File: src/rtl/jhash_feeder.sv
// jhash_feeder
// ------------
// Upstream stage of the lookup3 hash core. Collects a byte stream
// (valid/ready) into 12-byte blocks, presents each block on k0/k1/k2 with
// its byte count and a last-block flag, and holds it stable while the hash
// core runs (core_en high) until the core reports core_done.
//
// Build option:
//   JHASH_FEEDER_BSWAP_EN  defined   -> big-endian packing within each word
//                          undefined -> little-endian packing (default)
//
// Parameters:
//   MAX_MSG_BYTES  saturation value of the running message byte count
//
// Ports:
//   clk        system clock
//   rst        synchronous, active-high reset
//   in_data    input byte
//   in_valid   in_data is valid
//   in_last    current byte is the final byte of the message
//   in_ready   feeder can accept a byte this cycle
//   k0/k1/k2   block bytes 0-3 / 4-7 / 8-11
//   length     valid bytes in the block (1..12), zero-extended
//   blk_last   block holds the message's final byte
//   core_en    block valid; hash core runs while high
//   core_done  hash core finished the current block (may be a level)
//   msg_bytes  running byte count of the current message (saturating)

module jhash_feeder #(
  parameter int MAX_MSG_BYTES = 65535
) (
  input  logic        clk,
  input  logic        rst,
  input  logic [7:0]  in_data,
  input  logic        in_valid,
  input  logic        in_last,
  output logic        in_ready,
  output logic [31:0] k0,
  output logic [31:0] k1,
  output logic [31:0] k2,
  output logic [31:0] length,
  output logic        blk_last,
  output logic        core_en,
  input  logic        core_done,
  output logic [15:0] msg_bytes
);

  typedef enum logic [1:0] {
    FILL,
    ISSUE,
    WAIT,
    GAP
  } state_t;

  localparam logic [15:0] MSG_MAX = 16'(MAX_MSG_BYTES);

  state_t     state;
  logic [3:0] byte_idx;
  logic [4:0] lane_shift;
  logic       accept;

  // A byte is taken only while filling and only when the registered ready
  // was already high, so the first cycle after reset never accepts.
  always_comb begin
    accept = (state == FILL) && in_valid && in_ready;
  end

  // Bit position of the current byte inside its 32-bit word.
  always_comb begin
`ifdef JHASH_FEEDER_BSWAP_EN
    lane_shift = 5'd24 - {byte_idx[1:0], 3'b000};
`else
    lane_shift = {byte_idx[1:0], 3'b000};
`endif
  end

  // Single FSM with registered outputs. Bytes are written straight into the
  // k registers, which were cleared in GAP, so unused bytes read as zero.
  // k/length/blk_last only change in FILL and GAP and so stay frozen
  // through ISSUE and WAIT.
  always_ff @(posedge clk) begin
    if (rst) begin
      state     <= FILL;
      byte_idx  <= 4'd0;
      in_ready  <= 1'b0;
      k0        <= 32'd0;
      k1        <= 32'd0;
      k2        <= 32'd0;
      length    <= 32'd0;
      blk_last  <= 1'b0;
      core_en   <= 1'b0;
      msg_bytes <= 16'd0;
    end else begin
      case (state)
        FILL: begin
          in_ready <= 1'b1;
          if (accept) begin
            case (byte_idx[3:2])
              2'd0:    k0[lane_shift +: 8] <= in_data;
              2'd1:    k1[lane_shift +: 8] <= in_data;
              default: k2[lane_shift +: 8] <= in_data;
            endcase
            byte_idx <= byte_idx + 4'd1;
            if (msg_bytes < MSG_MAX) begin
              msg_bytes <= msg_bytes + 16'd1;
            end
            // Twelfth byte or end of message closes the block; both at
            // once still closes it only once.
            if ((byte_idx == 4'd11) || in_last) begin
              state    <= ISSUE;
              in_ready <= 1'b0;
              core_en  <= 1'b1;
              length   <= {28'd0, byte_idx + 4'd1};
              blk_last <= in_last;
            end
          end
        end

        ISSUE: begin
          // core_done seen here belongs to no block yet and is ignored.
          state <= WAIT;
        end

        WAIT: begin
          if (core_done) begin
            state   <= GAP;
            core_en <= 1'b0;
          end
        end

        GAP: begin
          k0       <= 32'd0;
          k1       <= 32'd0;
          k2       <= 32'd0;
          byte_idx <= 4'd0;
          if (blk_last) begin
            msg_bytes <= 16'd0;
          end
          state    <= FILL;
          in_ready <= 1'b1;
        end

        default: begin
          state <= FILL;
        end
      endcase
    end
  end

endmodule
File: config.mk
export PLATFORM = sky130hd
export DESIGN_NAME = jhash_feeder
export DESIGN_NICKNAME = d
export VERILOG_FILES = /design/src/rtl/jhash_feeder.sv
export SDC_FILE = /design/constraint.sdc
export NUM_CORES = 1
export LEC_CHECK = 0
export BUFFER_PORTS_ARGS = -buffer_cell sky130_fd_sc_hd__buf_2
export CORE_MARGIN = 1
export CORE_UTILIZATION = 51
export DETAILED_ROUTE_END_ITERATION = 8
export PLACE_DENSITY = 0.84
export RECOVER_POWER = 50
export SYNTH_ARGS = -nofsm -noshare
export SYNTH_HDL_FRONTEND = slang
export SYNTH_SLANG_ARGS = --single-unit
File: constraint.sdc
create_clock -name clk -period 2.4 [get_ports clk]
set_input_delay 0.36 -clock clk [delete_from_list [all_inputs] [get_ports clk]]
set_output_delay 0.36 -clock clk [all_outputs]
set_load 0.01 [all_outputs]
[Word level (Yosys, flattened, before mapping)]
Cells that the tools add are included.
Storage, ports and cells
  register bits after elaboration: 125
  latch bits: 0
  RAM bits: 0
  bits in read-only memories: 0
  word-level logic and storage cells: 74
  memories: 0
Operators by class
  $add $sub $neg: 3
  multipliers: 0
  div/mod/pow operators: 0
  $lt $le $gt $ge: 1
  equality and inequality tests: 13
  shifts and indexed selects: 2
  mux-type cells: 29
  bitwise operators: 0
  reductions and logical operators: 16
Operator list (number)
  32-bit two-way mux: 6
  32-bit one-hot mux with 2 select lines: 3
  32-bit bitwise mux: 3
  16-bit two-way mux: 3
  16-bit one-hot mux with 2 select lines: 1
  8-bit by 7-bit variable shift with 32-bit output, first input constant: 1
  8-bit by 7-bit indexed part select with 32-bit output: 1
  16-bit by 1-bit adder with 16-bit output, second input constant: 1
  16-bit < comparator, second input constant: 1
  3-bit AND reduction: 5
  2-bit by 1-bit inequality test with 1-bit output, second input constant: 4
  2-bit inequality test, second input constant: 4
  2-bit one-hot mux with 4 select lines: 1
  4-bit one-hot mux with 2 select lines: 1
  4-bit AND reduction: 2
  5-bit negation with 7-bit output: 1
  2-bit two-way mux: 3
  1-bit two-way mux: 5
  4-bit by 1-bit adder with 4-bit output, second input constant: 1
  2-bit by 1-bit equality test with 1-bit output, second input constant: 2
  2-bit equality test, second input constant: 2
  4-bit equality test, second input constant: 1
  2-bit logical NOT: 2
  4-bit two-way mux: 1
  other kinds (6): 9

[Logic depth before layout (Yosys ltp)]
Gate-level depths: netlist of the first run.
  depth after elaboration: 6
  mapped depth: 9
  gate-level depth less buffers: 7

[Least setup slack after synthesis of the first run]
No wires, ideal clock.
  path type: flip-flop to flip-flop
  start point: register byte_idx[0]
  end point: register k1[0]
  setup time: 0.060 ns
  arrival time: 2.140 ns
  data required time: 2.340 ns
  path slack: 0.200 ns
  stages on the path, launching flop included: 7
  buffers on the path: 1
  cells stage by stage: dfxtp_1 > clkbuf_1 > inv_1 > ha_1 > or4b_4 > nor3_2 > a22o_1
On the way
  cells in the longest elaborated chain, start to end: 6
  elaborated cells on any way between the ends: 7
  classes of those cells: add/sub (1); shift (2); mux (4)
RTL lines
  start: declaration: RTL line 58  | logic [3:0] byte_idx;
  start signal: assignment: RTL line 103  | byte_idx <= byte_idx + 4'd1;
  5-bit negation with 7-bit output *: RTL line 100  | 2'd1: k1[lane_shift +: 8] <= in_data;
  8-bit by 7-bit indexed part select with 32-bit output / 8-bit by 7-bit variable shift with 32-bit output (equally long branches): RTL line 100
  32-bit bitwise mux *: RTL line 100
  32-bit two-way mux *: RTL line 98  | case (byte_idx[3:2])
  32-bit two-way mux *: RTL line 97  | if (accept) begin
  32-bit one-hot mux with 2 select lines *: RTL line 94  | case (state)
  end signal: indexed assignment: RTL line 100
  end: declaration: RTL line 39  | output logic [31:0] k1,
Every way passes the cells marked *; elsewhere a longest branch is shown, timed or not. The select of a mux whose other input is x is not followed.
A chain may end at the register's enable or synchronous reset.

[Final worst setup path of the first run]
  start point: register byte_idx[1]
  end point: register k1[0]
Same word-level chain as after synthesis.

==> impl_metrics.csv, run 1 <==
group,metric,value,unit
die,dieWidth,104,um
hold_path,hold_class,"input port to flip-flop",
global_routing,busiest_layer,"met2",
global_routing,grt_use_met3,8.65,%
detailed_routing,wire_per_inst,16.3,um
critical_path,cp-end-kind,"flip-flop",
clock_network,cts_buffer_depth,2,
global_routing,grt_usage,25.9,%
sta,tns,0,ns
critical_path,slowest_stage,"or4b_4",
clock_network,cts.reportedPaths.clkPinSlew,0.06,ns
sta,setup_violations,0,
pwr,clkPwrFrac,41.9,%
sta,skew,0.00644,ns
critical_path,crit_fanout,8,
critical_path,crit_path_cell_trace,"inv_1 -> ha_1 -> or4b_4 -> nor3_2 -> a22o_1",
placed_design,dpl_worst_slack,0.182,ns
sta,rsz0062_at_grt,"no",
die,num_io_pins,160,
die,core_area,0.00995,mm2
cells_and_area,drive_gt1_share,10.8,%
synth,async_reset_ff_share,0,%
run_status,status,"completed",
sta,post-route-period-util,93.1,%
sta,min_period,2.24,ns
global_routing,grt_overflow_total,0,
global_routing,grt_pass1_wl,22.4,mm
clock_network,cts_made_buffers,17,
pwr,power.leakage,2.32,nW
clock_network,cts_setup_buffers,0,
sta,fmax,0.447,GHz
detailed_routing,antenna_left,0,
synth,synth_top_flop_cell,"dfxtp_1",
cells_and_area,final_common_cell,"dfxtp_1",
synth,synth_edf_count,0,
pwr,ir_drop,0.683,mV
global_routing,grt_pass1_vias,4520,
clock_network,clkLatencyLatePin,0.51,ns
sta,drv_slew,0,
cells_and_area,final_cell_mix,"dfxtp_1, clkbuf_1, nor2_1",
clock_network,cts-root-buf,"clkbuf_8",
die,num_rows,36,
detailed_routing,via_per_inst,5.47,
synth,ys_types,54,
critical_path,cp_top_family,"simple AND/OR/NAND/NOR gates",
critical_path,cpPeakStageDelay,0.60,ns
detailed_routing,drtIter0Drc,273,
cells_and_area,fillers,878,
cells_and_area,nets,731,
global_routing,gr-usage-met1,30.0,%
cells_and_area,antenna_cells,0,
placed_design,port_buffers,131,
pwr,p_sw_share,30.5,%
sta,hold_violations,0,
clock_network,clkSinkCount,125,
detailed_routing,dr_total_vias,4679,
pwr,power_frac_seq,37.8,%
global_routing,antenna_found_initial,0,
clock_network,cts_tree,"yes",
placed_design,dpl.hpwl,9.79,mm
synth,syn_area_per_cell,9.30,um2
synth,netlist_area,0.00534,mm2
synth,yosys_warnings,0,
synth,synth_cells,574,
placed_design,place_congestion,0.840,
critical_path,start_kind,"flip-flop",
cells_and_area,syn2layout_area_growth,21.8,%
sta,tightest_slew,0.611,ns
sta,setup_slack,0.165,ns
critical_path,critPathBufInv,1,
critical_path,crit_arrival,2.69,ns
sta,relSlewSlack,59.1,%
die,fp.dieArea,0.0109,mm2
critical_path,required,2.86,ns
clock_network,h-tree-depth,4,
die,chipHeight,104,um
detailed_routing,wl,14.0,mm
global_routing,met2_usage,44.5,%
job,drv_cap,0,
pwr,power_frac_comb,20.3,%
pwr,power.density,963,mW/mm2
pwr,p_int,4.35,mW
detailed_routing,drtPass1Iterations,5,
detailed_routing,remaining_drc_errors,0,
critical_path,crit_type,"flip-flop to flip-flop",
global_routing,grt_start_max_net_pins,57,
synth,ys_ff_latch,125,
synth,synth-seq-area-share,46.9,%
die,start_util,53.6,%
pwr,netSwitchingPower,1.91,mW
==> power by group through the flow <==
stage | logic [mW] | clock network (mW) | registers, mW
after floorplan | 0.885 | 0 | 2.45
after detailed placement | 1.30 | 0 | 2.40
after CTS | 1.31 | 2.65 | 2.36
after global placement | 1.25 | 0 | 2.39
after global routing | 1.39 | 2.74 | 2.38
final | 1.27 | 2.62 | 2.37
==> timing repair <==
item                                    in CTS  in global routing
endpoints found under the setup margin       0                  2
hold buffers                                 0                  0
hold endpoints to repair                     0                  0
gates resized for setup                      0                  1
==> metal layers <==
metal | part of all wire [%] | wire length (um)
met5 | 0 | 0
met4 | 2.2 | 302
met3 | 7.4 | 1040
met2 | 50 | 6920
met1 | 41 | 5710
==> Yosys cell counts (all sizes together) (4+ instances only) <==
cell	n	area [um2]
a211oi	4	30.0
a21o	5	38.8
a21oi	36	191
a22o	17	149
a22oi	10	75.1
a311oi	4	35.0
a31oi	5	31.3
a41oi	4	35.0
and2	26	164
and3	5	37.5
and4	4	38.8
buf	37	265
clkbuf	17	63.8
dfxtp	125	2500
ha	9	113
inv	5	18.8
mux2i	58	581
nand2	23	86.3
nand3	8	45.0
nor2	105	414
nor2b	4	25.0
nor3	11	65.1
o21ai	28	140
==> worst paths after layout <==
| check | slack [ns] | end | start | cells after the start |
|---|---|---|---|---|
| max | 0.16 | k1[0] | byte_idx[1] | 5 |
| max reg2reg | 0.16 | k1[0] | byte_idx[1] | 5 |
| min reg2reg | 0.47 | k0[14] | k0[14] | 2 |
| min | 0.07 | core_en | core_done | 2 |
==> registers in the layout, indices dropped and copies added (netlist names) <==
| signal | cells |
|---|---|
| msg_bytes | 16 |
| core_en | 1 |
| in_ready | 1 |
| length | 4 |
| state | 2 |
| blk_last | 1 |
| k0 | 32 |
| k2 | 32 |
| byte_idx | 4 |
| k1 | 32 |
==> logic make-up (layout without fill, tap and decap cells) <==
| family | Yosys count | count (layout) | share of synthesized area, % |
|---|---|---|---|
| AND/OR/NAND/NOR | 202 | 202 | 18.8 |
| flip-flops | 125 | 125 | 46.9 |
| AO/OA/AOI/OAI | 118 | 118 | 14.4 |
| buffers and inverters | 59 | 180 | 6.52 |
| multiplexers | 58 | 58 | 10.9 |
| adder cells (fa/ha/maj) | 9 | 9 | 2.11 |
| XOR/XNOR | 2 | 2 | 0.328 |
| other | 1 | 28 | 0.0703 |
==> through the flow <==
step	instance area, um2	utilization (%)	instances	total power [mW]	hold WS (ns)
after global routing	6500	65.3	855	6.52	0.0608
after detailed placement	6040	60.6	823	3.70	0.455
final	6500	65.3	855	6.26	0.0700
after floorplan	5440	-	601	3.33	0.476
after global placement	6040	60.6	823	3.64	0.454
after CTS	6650	66.8	855	6.31	0.0463
==> layout make-up <==
| cell class | count | area, um2 | area share [%] |
|---|---|---|---|
| Multi-Input combinational cell | 417 | 2590 | 39.8 |
| Inverter | 5 | 18.8 | 0.289 |
| Tap cell | 133 | 166 | 2.56 |
| Sequential cell | 125 | 2500 | 38.5 |
| Clock inverter | 14 | 194 | 2.98 |
| Timing Repair Buffer | 143 | 612 | 9.41 |
| Clock buffer | 18 | 418 | 6.43 |
Power figures use the tool's default switching activity.
==> run 2: changes to the inputs <==
CORE_MARGIN = 2   (was 1)
GPL_ROUTABILITY_DRIVEN = 0   (was default)
clock period = 2.55 ns   (was 2.4 ns; I/O delays follow)
==> run 2 against run 1 <==
Flip-flop and latch count stayed put. Total power is 8.7% lower. Via count is 0.60% lower. Register-to-register slack better by 0.13 ns.
==> impl_metrics.csv, run 2 (synthesized netlist as in run 1, its figures left out) <==
group,metric,value,unit
critical_path,r2r_cells,5,
critical_path,slowest_stage,"or4b_4",
clock_network,ctsHoldBuffers,0,
die,num_rows,37,
clock_network,cts_setup_buffers,0,
placed_design,port_buffers,131,
global_routing,grt_overflow_total,0,
critical_path,crit_fanout,8,
run_status,status,"completed",
clock_network,clkLatencyLatePin,0.51,ns
cells_and_area,multiInputGateArea,0.00259,mm2
clock_network,cts.reportedPaths.clkPinSlew,0.06,ns
critical_path,critPathBufInv,1,
pwr,ir_drop,0.609,mV
critical_path,cp-end-kind,"flip-flop",
job,drv_cap,0,
critical_path,cp_top_family,"simple AND/OR/NAND/NOR gates",
critical_path,reg2reg_slack,0.30,ns
cells_and_area,area.sequential,0.00250,mm2
detailed_routing,drtIter0Drc,290,
sta,hold_violations,0,
die,fp.dieArea,0.0113,mm2
sta,min_period,2.25,ns
hold_path,hp-start,"core_done",
global_routing,grt_start_max_net_pins,60,
placed_design,place_area,0.00601,mm2
cells_and_area,nets,728,
global_routing,grt_pass1_wl,21.8,mm
critical_path,cp-startpoint,"byte_idx[1]",
sta,rsz0062_at_grt,"no",
critical_path,required,3.00,ns
detailed_routing,drtPass1Iterations,5,
die,num_io_pins,160,
sta,fmax,0.444,GHz
critical_path,reg2reg_to,"k0[1]",
cells_and_area,syn2layout_area_growth,20.4,%
global_routing,grt_pass1_vias,4390,
sta,setup_violations,0,
detailed_routing,via_per_inst,5.46,
clock_network,h-tree-depth,4,
pwr,power.density,889,mW/mm2
sta,tightest_slew,0.733,ns
hold_path,hold_class,"input port to flip-flop",
clock_network,cts_made_buffers,17,
sta,drv_slew,0,
die,dieWidth,106,um
detailed_routing,wl,13.8,mm
hold_path,hold_end,"core_en",
cells_and_area,drive_gt1_share,10.2,%
global_routing,antenna_found_initial,0,
cells_and_area,fin_area,0.00642,mm2
placed_design,dpl.hpwl,9.45,mm
sta,skew,0.00964,ns
critical_path,rr_startpoint,"byte_idx[1]",
critical_path,crit_arrival,2.70,ns
clock_network,clkSinkCount,125,
cells_and_area,antenna_cells,0,
die,chipHeight,106,um
detailed_routing,antenna_left,0,
critical_path,cpPeakStageDelay,0.59,ns
clock_network,cts_tree,"yes",
pwr,power.leakage,2.30,nW
hold_path,hold_path_depth,2,
global_routing,grt_usage,24.2,%
cells_and_area,top_regs,"k0: 32 flops, k1: 32 flops, k2: 32 flops",
sta,tns,0,ns
clock_network,cts_buffer_depth,2,
sta,relSlewSlack,51.0,%
die,start_util,52.2,%
die,core_area,0.0102,mm2
detailed_routing,dr_total_vias,4651,
cells_and_area,final_common_cell,"dfxtp_1",
clock_network,cts-root-buf,"clkbuf_8",
critical_path,crit_type,"flip-flop to flip-flop",
cells_and_area,fillers,910,
detailed_routing,wire_per_inst,16.2,um
critical_path,start_kind,"flip-flop",
critical_path,crit_path_cell_trace,"inv_1 -> ha_1 -> or4b_4 -> nor3_2 -> a22o_1",
detailed_routing,remaining_drc_errors,0,
cells_and_area,final_cell_mix,"dfxtp_1, clkbuf_1, nor2_1",
sta,post-route-period-util,88.3,%
clock_network,cts_resized,0,
==> run 2: layout make-up <==
class,instances,area share (%)
Clock inverter,7,1.38
Sequential cell,125,38.9
Tap cell,136,2.65
Clock buffer,22,7.36
Multi-Input combinational cell,417,40.4
Inverter,5,0.292
Timing Repair Buffer,140,8.98
==> run 2: metrics by stage <==
stage | hold slack, ns | cells | power, mW | worst slack, ns | util, %
3_5_place_dp | 0.449 | 823 | 3.49 | 0.257 | 58.7
5_1_grt | 0.0768 | 852 | 5.96 | 0.121 | 62.8
2_1_floorplan | 0.498 | 601 | 3.14 | 0.350 | -
3_3_place_gp | 0.453 | 823 | 3.43 | 0.319 | 58.7
6_report | 0.0960 | 852 | 5.71 | 0.298 | 62.8
4_1_cts | 0.0772 | 852 | 5.75 | 0.215 | 64.2
==> run 2: worst max-delay path by stage <==
stage / to / slack, ns / cells past startpoint
after floorplan: k0[0] / 0.35 / 6
after global placement: k1[19] / 0.32 / 7
after detailed placement: k1[16] / 0.26 / 7
after CTS: k1[19] / 0.22 / 7
after global routing: msg_bytes[7] / 0.12 / 6
final: k0[1] / 0.30 / 5
==> run 2: layer usage <==
metal / share of wire, % / vias up / global-route usage [%]
li1: - / 2218 / -
met1: 43 / 2217 / 30.0
met2: 48 / 197 / 39.9
met3: 7.8 / 19 / 8.34
met4: 1.5 / 0 / 7.42
met5: 0 / - / 0
==> run 2: worst reg2reg max path, delay by kind of cell, from the launching register on <==
| kind | cells | cell delay (ns) |
|---|---|---|
| AO/OA/AOI/OAI | 1 | 0.23 |
| flip-flops | 1 | 0.42 |
| AND/OR/NAND/NOR | 2 | 1.06 |
| adder cells (fa/ha/maj) | 1 | 0.36 |
| buffers and inverters | 1 | 0.12 |
==> run 2: where the power goes <==
group / switching (mW) / total [mW] / internal [mW]
registers: 0.113 / 2.23 / 2.11
logic: 0.821 / 1.21 / 0.393
clock network: 0.804 / 2.27 / 1.47
